**config.mk**
```make
export PLATFORM = sky130hd
export DESIGN_NAME = text_screen_sequencer
export DESIGN_NICKNAME = d
export VERILOG_FILES = /design/src/rtl/text_screen_sequencer.sv
export SDC_FILE = /design/constraint.sdc
export NUM_CORES = 1
export LEC_CHECK = 0
export ABC_AREA = 1
export BUFFER_PORTS_ARGS = -buffer_cell sky130_fd_sc_hd__buf_2
export CORE_AREA = 2 2 106 108
export CTS_BUF_LIST = sky130_fd_sc_hd__clkbuf_8 sky130_fd_sc_hd__clkbuf_16
export CTS_CLUSTER_SIZE = 12
export DETAILED_ROUTE_END_ITERATION = 8
export DIE_AREA = 0 0 108 110
export GPL_TIMING_DRIVEN = 0
export PLACE_DENSITY = 0.87
export SLEW_MARGIN = 20
export SYNTH_ARGS = -nofsm -noshare
export SYNTH_HDL_FRONTEND = slang
export SYNTH_SLANG_ARGS = --single-unit
```
**constraint.sdc**
```tcl
create_clock -name clock -period 10.43 [get_ports clock]
set_input_delay 1.5645 -clock clock [delete_from_list [all_inputs] [get_ports clock]]
set_output_delay 1.5645 -clock clock [all_outputs]
set_load 0.005 [all_outputs]
```
**src/rtl/text_screen_sequencer.sv**
```systemverilog
// text_screen_sequencer
//
// Owns the single read/write port of the 80x25 text screen RAM (2048 x 16-bit
// words). Each RAM cycle ("slot") goes to one of two users. Single-word host
// accesses always win the slot. The bulk engine (fill all, fill row, scroll up,
// scroll down) takes every slot the host leaves free.
//
// Ports
//   clock, reset                  : rising-edge clock, async active-high reset
//   hostRequest/Write/Address/
//   hostDataIn                    : host access, held stable until hostReady
//   hostReady, hostDataOut        : one-cycle completion pulse and read data,
//                                   registered two edges after the sample edge
//   cmdValid, cmdReady, cmdOp,
//   cmdRow, cmdFill               : bulk command; accepted when valid && ready
//   busy, done                    : engine executing / one-cycle completion pulse
//   ramEnable, ramWriteEnable,
//   ramAddress, ramDataOut        : registered RAM port controls
//   ramDataIn                     : RAM read data, one cycle after the read edge
//
// Handshakes: the host request is sampled on an edge where the host side is idle
// and hostRequest=1. The access is issued on that same edge. The host side then
// ignores hostRequest for two edges, raising hostReady on the second. A command
// transfers on an edge where cmdValid && cmdReady. cmdReady is high only while
// the engine is in IDLE.
module text_screen_sequencer #(
    parameter int COLUMNS = 80,
    parameter int ROWS    = 25
) (
    input  logic        clock,
    input  logic        reset,
    input  logic        hostRequest,
    input  logic        hostWrite,
    input  logic [10:0] hostAddress,
    input  logic [15:0] hostDataIn,
    output logic        hostReady,
    output logic [15:0] hostDataOut,
    input  logic        cmdValid,
    output logic        cmdReady,
    input  logic [1:0]  cmdOp,
    input  logic [4:0]  cmdRow,
    input  logic [15:0] cmdFill,
    output logic        busy,
    output logic        done,
    output logic        ramEnable,
    output logic        ramWriteEnable,
    output logic [10:0] ramAddress,
    output logic [15:0] ramDataOut,
    input  logic [15:0] ramDataIn
);

    localparam logic [10:0] COLS11        = 11'(COLUMNS);
    localparam logic [10:0] CELLS         = 11'(COLUMNS * ROWS);
    localparam logic [10:0] LAST_CELL     = CELLS - 11'd1;
    localparam logic [10:0] LAST_ROW_BASE = 11'((ROWS - 1) * COLUMNS);
    // Last destination of each copy pass. Scroll up ends just below the last
    // row. Scroll down ends at the first cell of row 1.
    localparam logic [10:0] UP_COPY_LAST  = LAST_ROW_BASE - 11'd1;
    localparam logic [10:0] DN_COPY_LAST  = COLS11;

    typedef enum logic [2:0] {
        S_IDLE, S_READ, S_WAIT, S_WRITE, S_FILL, S_DONE
    } state_t;

    typedef enum logic [1:0] {
        OP_FILL_ALL, OP_FILL_ROW, OP_SCROLL_UP, OP_SCROLL_DOWN
    } op_t;

    state_t      state_q, state_d;
    op_t         op_q, op_d;
    logic [15:0] fill_q, fill_d;
    logic [10:0] addr_q, addr_d;      // current destination address
    logic [10:0] last_q, last_d;      // last address of the current fill run
    logic [15:0] data_q;              // word captured by a copy
    logic [1:0]  cap_q;               // read-issue pipeline: bit 1 => capture now
    logic        rd_issue;

    logic [1:0]  host_phase_q, host_phase_d;
    logic        host_wr_q, host_wr_d;
    logic        host_ready_q, host_ready_d;
    logic [15:0] host_dout_q, host_dout_d;
    logic        done_q, done_d;

    logic        ram_en_q, ram_en_d;
    logic        ram_we_q, ram_we_d;
    logic [10:0] ram_addr_q, ram_addr_d;
    logic [15:0] ram_data_q, ram_data_d;

    logic        host_go;
    logic        cap_now;
    logic        row_valid;
    logic [10:0] row_base;
    logic [10:0] src_addr;
    logic [15:0] copy_word;

    assign host_go   = (host_phase_q == 2'd0) && hostRequest;
    assign cap_now   = cap_q[1];
    assign row_valid = int'(cmdRow) < ROWS;
    assign row_base  = 11'(cmdRow) * COLS11;
    assign src_addr  = (op_q == OP_SCROLL_UP) ? addr_q + COLS11 : addr_q - COLS11;
    // The word arrives on the same edge as an uncontended WRITE. A WRITE
    // delayed by the host uses the copy captured on that edge.
    assign copy_word = cap_now ? ramDataIn : data_q;

    always_comb begin
        state_d      = state_q;
        op_d         = op_q;
        fill_d       = fill_q;
        addr_d       = addr_q;
        last_d       = last_q;
        rd_issue     = 1'b0;
        done_d       = 1'b0;
        host_phase_d = host_phase_q;
        host_wr_d    = host_wr_q;
        host_ready_d = 1'b0;
        host_dout_d  = host_dout_q;
        ram_en_d     = 1'b0;
        ram_we_d     = 1'b0;
        ram_addr_d   = ram_addr_q;
        ram_data_d   = ram_data_q;

        // Host side: issue on the sample edge, complete two edges later.
        case (host_phase_q)
            2'd0: begin
                if (hostRequest) begin
                    host_phase_d = 2'd1;
                    host_wr_d    = hostWrite;
                    ram_en_d     = 1'b1;
                    ram_we_d     = hostWrite;
                    ram_addr_d   = hostAddress;
                    ram_data_d   = hostDataIn;
                end
            end
            2'd1: host_phase_d = 2'd2;
            default: begin
                host_phase_d = 2'd0;
                host_ready_d = 1'b1;
                if (!host_wr_q) begin
                    host_dout_d = ramDataIn;
                end
            end
        endcase

        // Engine: states that need a slot hold when the host has taken it.
        case (state_q)
            S_IDLE: begin
                if (cmdValid) begin
                    op_d   = op_t'(cmdOp);
                    fill_d = cmdFill;
                    case (op_t'(cmdOp))
                        OP_FILL_ALL: begin
                            addr_d  = 11'd0;
                            last_d  = LAST_CELL;
                            state_d = S_FILL;
                        end
                        OP_FILL_ROW: begin
                            if (row_valid) begin
                                addr_d  = row_base;
                                last_d  = row_base + COLS11 - 11'd1;
                                state_d = S_FILL;
                            end else begin
                                state_d = S_DONE;
                            end
                        end
                        OP_SCROLL_UP: begin
                            addr_d  = 11'd0;
                            state_d = S_READ;
                        end
                        default: begin
                            addr_d  = LAST_CELL;
                            state_d = S_READ;
                        end
                    endcase
                end
            end
            S_READ: begin
                if (!host_go) begin
                    ram_en_d   = 1'b1;
                    ram_we_d   = 1'b0;
                    ram_addr_d = src_addr;
                    rd_issue   = 1'b1;
                    state_d    = S_WAIT;
                end
            end
            S_WAIT: state_d = S_WRITE;
            S_WRITE: begin
                if (!host_go) begin
                    ram_en_d   = 1'b1;
                    ram_we_d   = 1'b1;
                    ram_addr_d = addr_q;
                    ram_data_d = copy_word;
                    if (op_q == OP_SCROLL_UP && addr_q == UP_COPY_LAST) begin
                        addr_d  = LAST_ROW_BASE;
                        last_d  = LAST_CELL;
                        state_d = S_FILL;
                    end else if (op_q != OP_SCROLL_UP && addr_q == DN_COPY_LAST) begin
                        addr_d  = 11'd0;
                        last_d  = COLS11 - 11'd1;
                        state_d = S_FILL;
                    end else begin
                        addr_d  = (op_q == OP_SCROLL_UP) ? addr_q + 11'd1 : addr_q - 11'd1;
                        state_d = S_READ;
                    end
                end
            end
            S_FILL: begin
                if (!host_go) begin
                    ram_en_d   = 1'b1;
                    ram_we_d   = 1'b1;
                    ram_addr_d = addr_q;
                    ram_data_d = fill_q;
                    if (addr_q == last_q) begin
                        state_d = S_DONE;
                    end else begin
                        addr_d = addr_q + 11'd1;
                    end
                end
            end
            S_DONE: begin
                done_d  = 1'b1;
                state_d = S_IDLE;
            end
            default: state_d = S_IDLE;
        endcase
    end

    always_ff @(posedge clock or posedge reset) begin
        if (reset) begin
            state_q      <= S_IDLE;
            op_q         <= OP_FILL_ALL;
            fill_q       <= 16'd0;
            addr_q       <= 11'd0;
            last_q       <= 11'd0;
            data_q       <= 16'd0;
            cap_q        <= 2'b00;
            host_phase_q <= 2'd0;
            host_wr_q    <= 1'b0;
            host_ready_q <= 1'b0;
            host_dout_q  <= 16'd0;
            done_q       <= 1'b0;
            ram_en_q     <= 1'b0;
            ram_we_q     <= 1'b0;
            ram_addr_q   <= 11'd0;
            ram_data_q   <= 16'd0;
        end else begin
            state_q      <= state_d;
            op_q         <= op_d;
            fill_q       <= fill_d;
            addr_q       <= addr_d;
            last_q       <= last_d;
            cap_q        <= {cap_q[0], rd_issue};
            if (cap_now) begin
                data_q <= ramDataIn;
            end
            host_phase_q <= host_phase_d;
            host_wr_q    <= host_wr_d;
            host_ready_q <= host_ready_d;
            host_dout_q  <= host_dout_d;
            done_q       <= done_d;
            ram_en_q     <= ram_en_d;
            ram_we_q     <= ram_we_d;
            ram_addr_q   <= ram_addr_d;
            ram_data_q   <= ram_data_d;
        end
    end

    assign hostReady      = host_ready_q;
    assign hostDataOut    = host_dout_q;
    assign cmdReady       = (state_q == S_IDLE);
    assign busy           = (state_q != S_IDLE);
    assign done           = done_q;
    assign ramEnable      = ram_en_q;
    assign ramWriteEnable = ram_we_q;
    assign ramAddress     = ram_addr_q;
    assign ramDataOut     = ram_data_q;

endmodule

```
==> metrics.csv <==
stage;metric;value;unit
global_routing;number of global-route vias before repair;5733;
critical_path;cell with the most instances on the worst path;nand2_1;
clock_tree;worst skew pair latency;0.39;ns
clock_tree;cts hold-fix bufs;0;
worst_hold_path;Hold Crit Depth;0;
layout;design area;7320;um^2
yosys;flops & latches, synth;108;
pwr;sw frac;45.2;%
pwr;P per Cell Area;278;nW/um^2
timing;Slew @ Worst Pin;0.540;ns
layout;most frequent cells in the layout;293 x nand2_1, 136 x buf_2, 108 x dfrtp_1, 77 x nor2_1, 76 x o21ai_0;
yosys;prevailing post-synth register cell;dfrtp_1;
yosys;Synth cell types;39;
placed_design;Post-Place Cell Area;7090;um^2
layout;Ant. Diodes;0;
layout;commonest non-fill, non-tap cell in the layout;nand2_1;
clock_tree;Clock Sinks;108;
timing;final hold vios;0;
critical_path;element type at the critical path end;register;
yosys;Synthesis Warnings;0;
global_routing;GR Util All Layers;30.0;%
yosys;Async SR Flop Fraction;100;%
critical_path;crit path kind;input port to register;
timing;setup_tns;0;ns
timing;Final period util;29.9;%
pwr;clock share of power;14.8;%
timing;Max Fclk;0.320;GHz
pwr;internal power;1.12;mW
clock_tree;H-tree lvl count;3;
clock_tree;TritonCTS clock tree;done;
floorplanning;Die Span Y;110;um
detailed_routing;Vias/cell;5.47;
detailed_routing;# DRC;0;
critical_path;Crit path arrival time;3.40;ns
worst_hold_path;Hold Path End;cap_q[1];
clock_tree;Setup Fix Bufs, Post-CTS;0;
critical_path;Reg2Reg Depth;10;
job;Max-Cap Viols;0;
layout;final non-filler cell total;1150;
critical_path;type of origin of the critical path;input port;
layout;area growth from synthesis to layout;16.4;%
detailed_routing;Post-Route WL;17.1;mm
critical_path;crit path max fanout;4;
detailed_routing;WL per Instance;14.9;um
worst_hold_path;HP Start;cap_q[0];
detailed_routing;detailed-route via count;6295;
timing;final setup vio count;0;
critical_path;max incr delay on CP;0.40;ns
global_routing;GR Layer Usage met3;4.47;%
timing;Tmin final;3.12;ns
floorplanning;Starting Density;58.8;%
pwr;sequential power share;35.3;%
placed_design;routability cong.;0.981;
layout;fin nets;1091;
global_routing;antenna violations before repair;0;
critical_path;crit path cell chain;buf_2 > ha_1 > ha_1 > inv_1 > fa_1 > inv_1 > nand2_1 > inv_1 > nand2_1 > nand2_1 > nand2_1 > o21ai_0 > a21oi_1;
floorplanning;I/O pins;120;
detailed_routing;starting DRC count in detailed routing;629;
clock_tree;cts bufs inserted;9;
layout;share of layout cells above drive strength 1;18.8;%
critical_path;worst r2r dst;last_q[9];
yosys;Netlist Area Pre-Place;6290;um^2
detailed_routing;DRT antenna net count;0;
yosys;register area share after synthesis;43.0;%
global_routing;met1 Use GR;44.2;%
outcome;outcome;finished clean;
pwr;peak supply drop;0.114;mV
yosys;Post-Syn Instances;875;
clock_tree;Worst-path clk slew;0.11;ns
floorplanning;full die area;11900;um^2
global_routing;largest net degree at the start of global routing;84;
global_routing;gr busiest metal;met2;
floorplanning;core footprint;10700;um^2
critical_path;CP required;10.71;ns
clock_tree;cts repair resizes;0;
timing;Slew headroom;64.0;%
clock_tree;clk buf depth;2;
critical_path;slowest CP cell;fa_1;
timing;RSZ-0062 raised after global routing;false;
placed_design;PortBufs;118;
placed_design;Placed Cells;1134;
timing;max-slew violation count;0;
yosys;post-synth net total;961;
layout;fillers;932;
critical_path;RR Startpoint;addr_q[5];
yosys;Avg Inst Size Synth;7.19;um^2
floorplanning;Die X;108;um
pwr;Combinational Power Share;49.9;%
detailed_routing;DRT Pass-1 Iters;5;
clock_tree;CTS root buffer;clkbuf_8;
timing;worst clock skew;0.0109;ns
layout;Util after Layout;68.5;%
placed_design;Detailed Place HPWL;12.9;mm
global_routing;first-pass GRT wire length;27.8;mm
pwr;Psw;0.920;mW
global_routing;met2 usage;45.5;%
floorplanning;Rows;38;
yosys;Post-synth EDFFs;0;
worst_hold_path;Hold/Removal Path Class;register to register;
pwr;leak pwr;3.85;nW
global_routing;remaining global-route overflow;0;
critical_path;reg2reg setup slack;8.31;ns
layout;multi-input logic area;3130;um^2
layout;FF/Latch Area;2700;um^2
-- logic make-up after synthesis --
group                      after synthesis  synth area share [%]
AOI/OAI and AO/OA                      150                  12.3
xor gates and xnor gates                12                  1.67
adders and majority gates               15                  3.10
buffers and inverters                  113                  7.36
DFF                                    108                  43.0
muxes                                    2                 0.358
and+or+nand+nor                        475                  32.3
-- power groups by stage --
stage / Clock (mW) / Sequential [mW] / Combinational, mW
after floorplan: 0 / 0.710 / 0.683
after global placement: 0 / 0.720 / 0.974
after detailed placement: 0 / 0.724 / 0.996
after CTS: 0.300 / 0.716 / 1.00
after global routing: 0.316 / 0.737 / 1.15
final: 0.301 / 0.719 / 1.02
-- layer usage --
| metal | up-vias | part of all wire, % |
|---|---|---|
| met3 | 39 | 8.8 |
| li1 | 3071 | - |
| met4 | 0 | 2.2 |
| met1 | 2885 | 45 |
| met5 | - | 0 |
| met2 | 300 | 44 |
-- cell usage after synthesis (2+ instances only) --
master    count  area share, %
or2_2         4           0.40
nand3b_1      2           0.24
inv_1        67            4.0
nor2_1       77            4.6
buf_4         2           0.24
ha_1         14            2.8
nor3_1        6           0.48
mux2_2        2           0.36
buf_2        18            1.4
o21ai_1       6           0.48
xnor2_1       7           0.97
o211ai_1      2           0.24
o21ai_0      76            6.0
inv_2         7           0.42
dfrtp_1     108             43
or3_1        15            1.5
nand2_2       2           0.20
clkbuf_1     13           0.78
nand3_1      53            4.2
nor2_4        3           0.54
nand3_2       4           0.64
a21oi_1      59            4.7
nand2_4       3           0.54
nand2_1     293             17
xor2_1        5           0.70
buf_1         4           0.24
nand4_1       6           0.60
nor2_2        6           0.60
-- per-stage QoR --
stage               setup WS [ns]  hold WS [ns]  power [mW]
floorplan                    6.02         0.331        1.39
global placement             4.82         0.335        1.69
detailed placement           6.93         0.337        1.72
CTS                          7.34         0.357        2.02
global route                 7.14         0.368        2.20
finish                       7.31         0.354        2.04
-- layout make-up --
type                       instances  area share, %
inverter                          74           3.86
clock buffer                       9           1.69
buffer                            39           2.53
clock inverter                     7           1.49
tap                              140           2.39
multi-input combinational        654           42.7
sequential                       108           36.9
timing repair buffer             119           8.44
-- sequential cells by signal, indices dropped and copies added, names as in the netlist, 2 cells and up --
register and count:
addr_q 11, cap_q 2, data_q 16, fill_q 16, hostDataOut 16, host_phase_q 2, last_q 8, op_q 2
ramAddress 11, ramDataOut 16, state_q 3
-- how the worst max path moves through the flow --
stage,start,end,depth (start not counted)
2_1_floorplan,reset,addr_q[0],1
3_3_place_gp,reset,fill_q[12],2
3_5_place_dp,cmdRow[1],last_q[10],11
4_1_cts,cmdRow[1],last_q[10],11
5_1_grt,cmdRow[1],last_q[10],13
6_report,cmdRow[1],last_q[10],13
-- worst max-delay path, delay by kind of cell --
| kind | cells | cell delay (ns) |
|---|---|---|
| simple gates | 4 | 0.26 |
| buf+inv | 4 | 0.40 |
| compound gates | 2 | 0.26 |
| fa+ha+maj | 3 | 0.91 |
No activity file was read; power rests on OpenSTA's default activity.
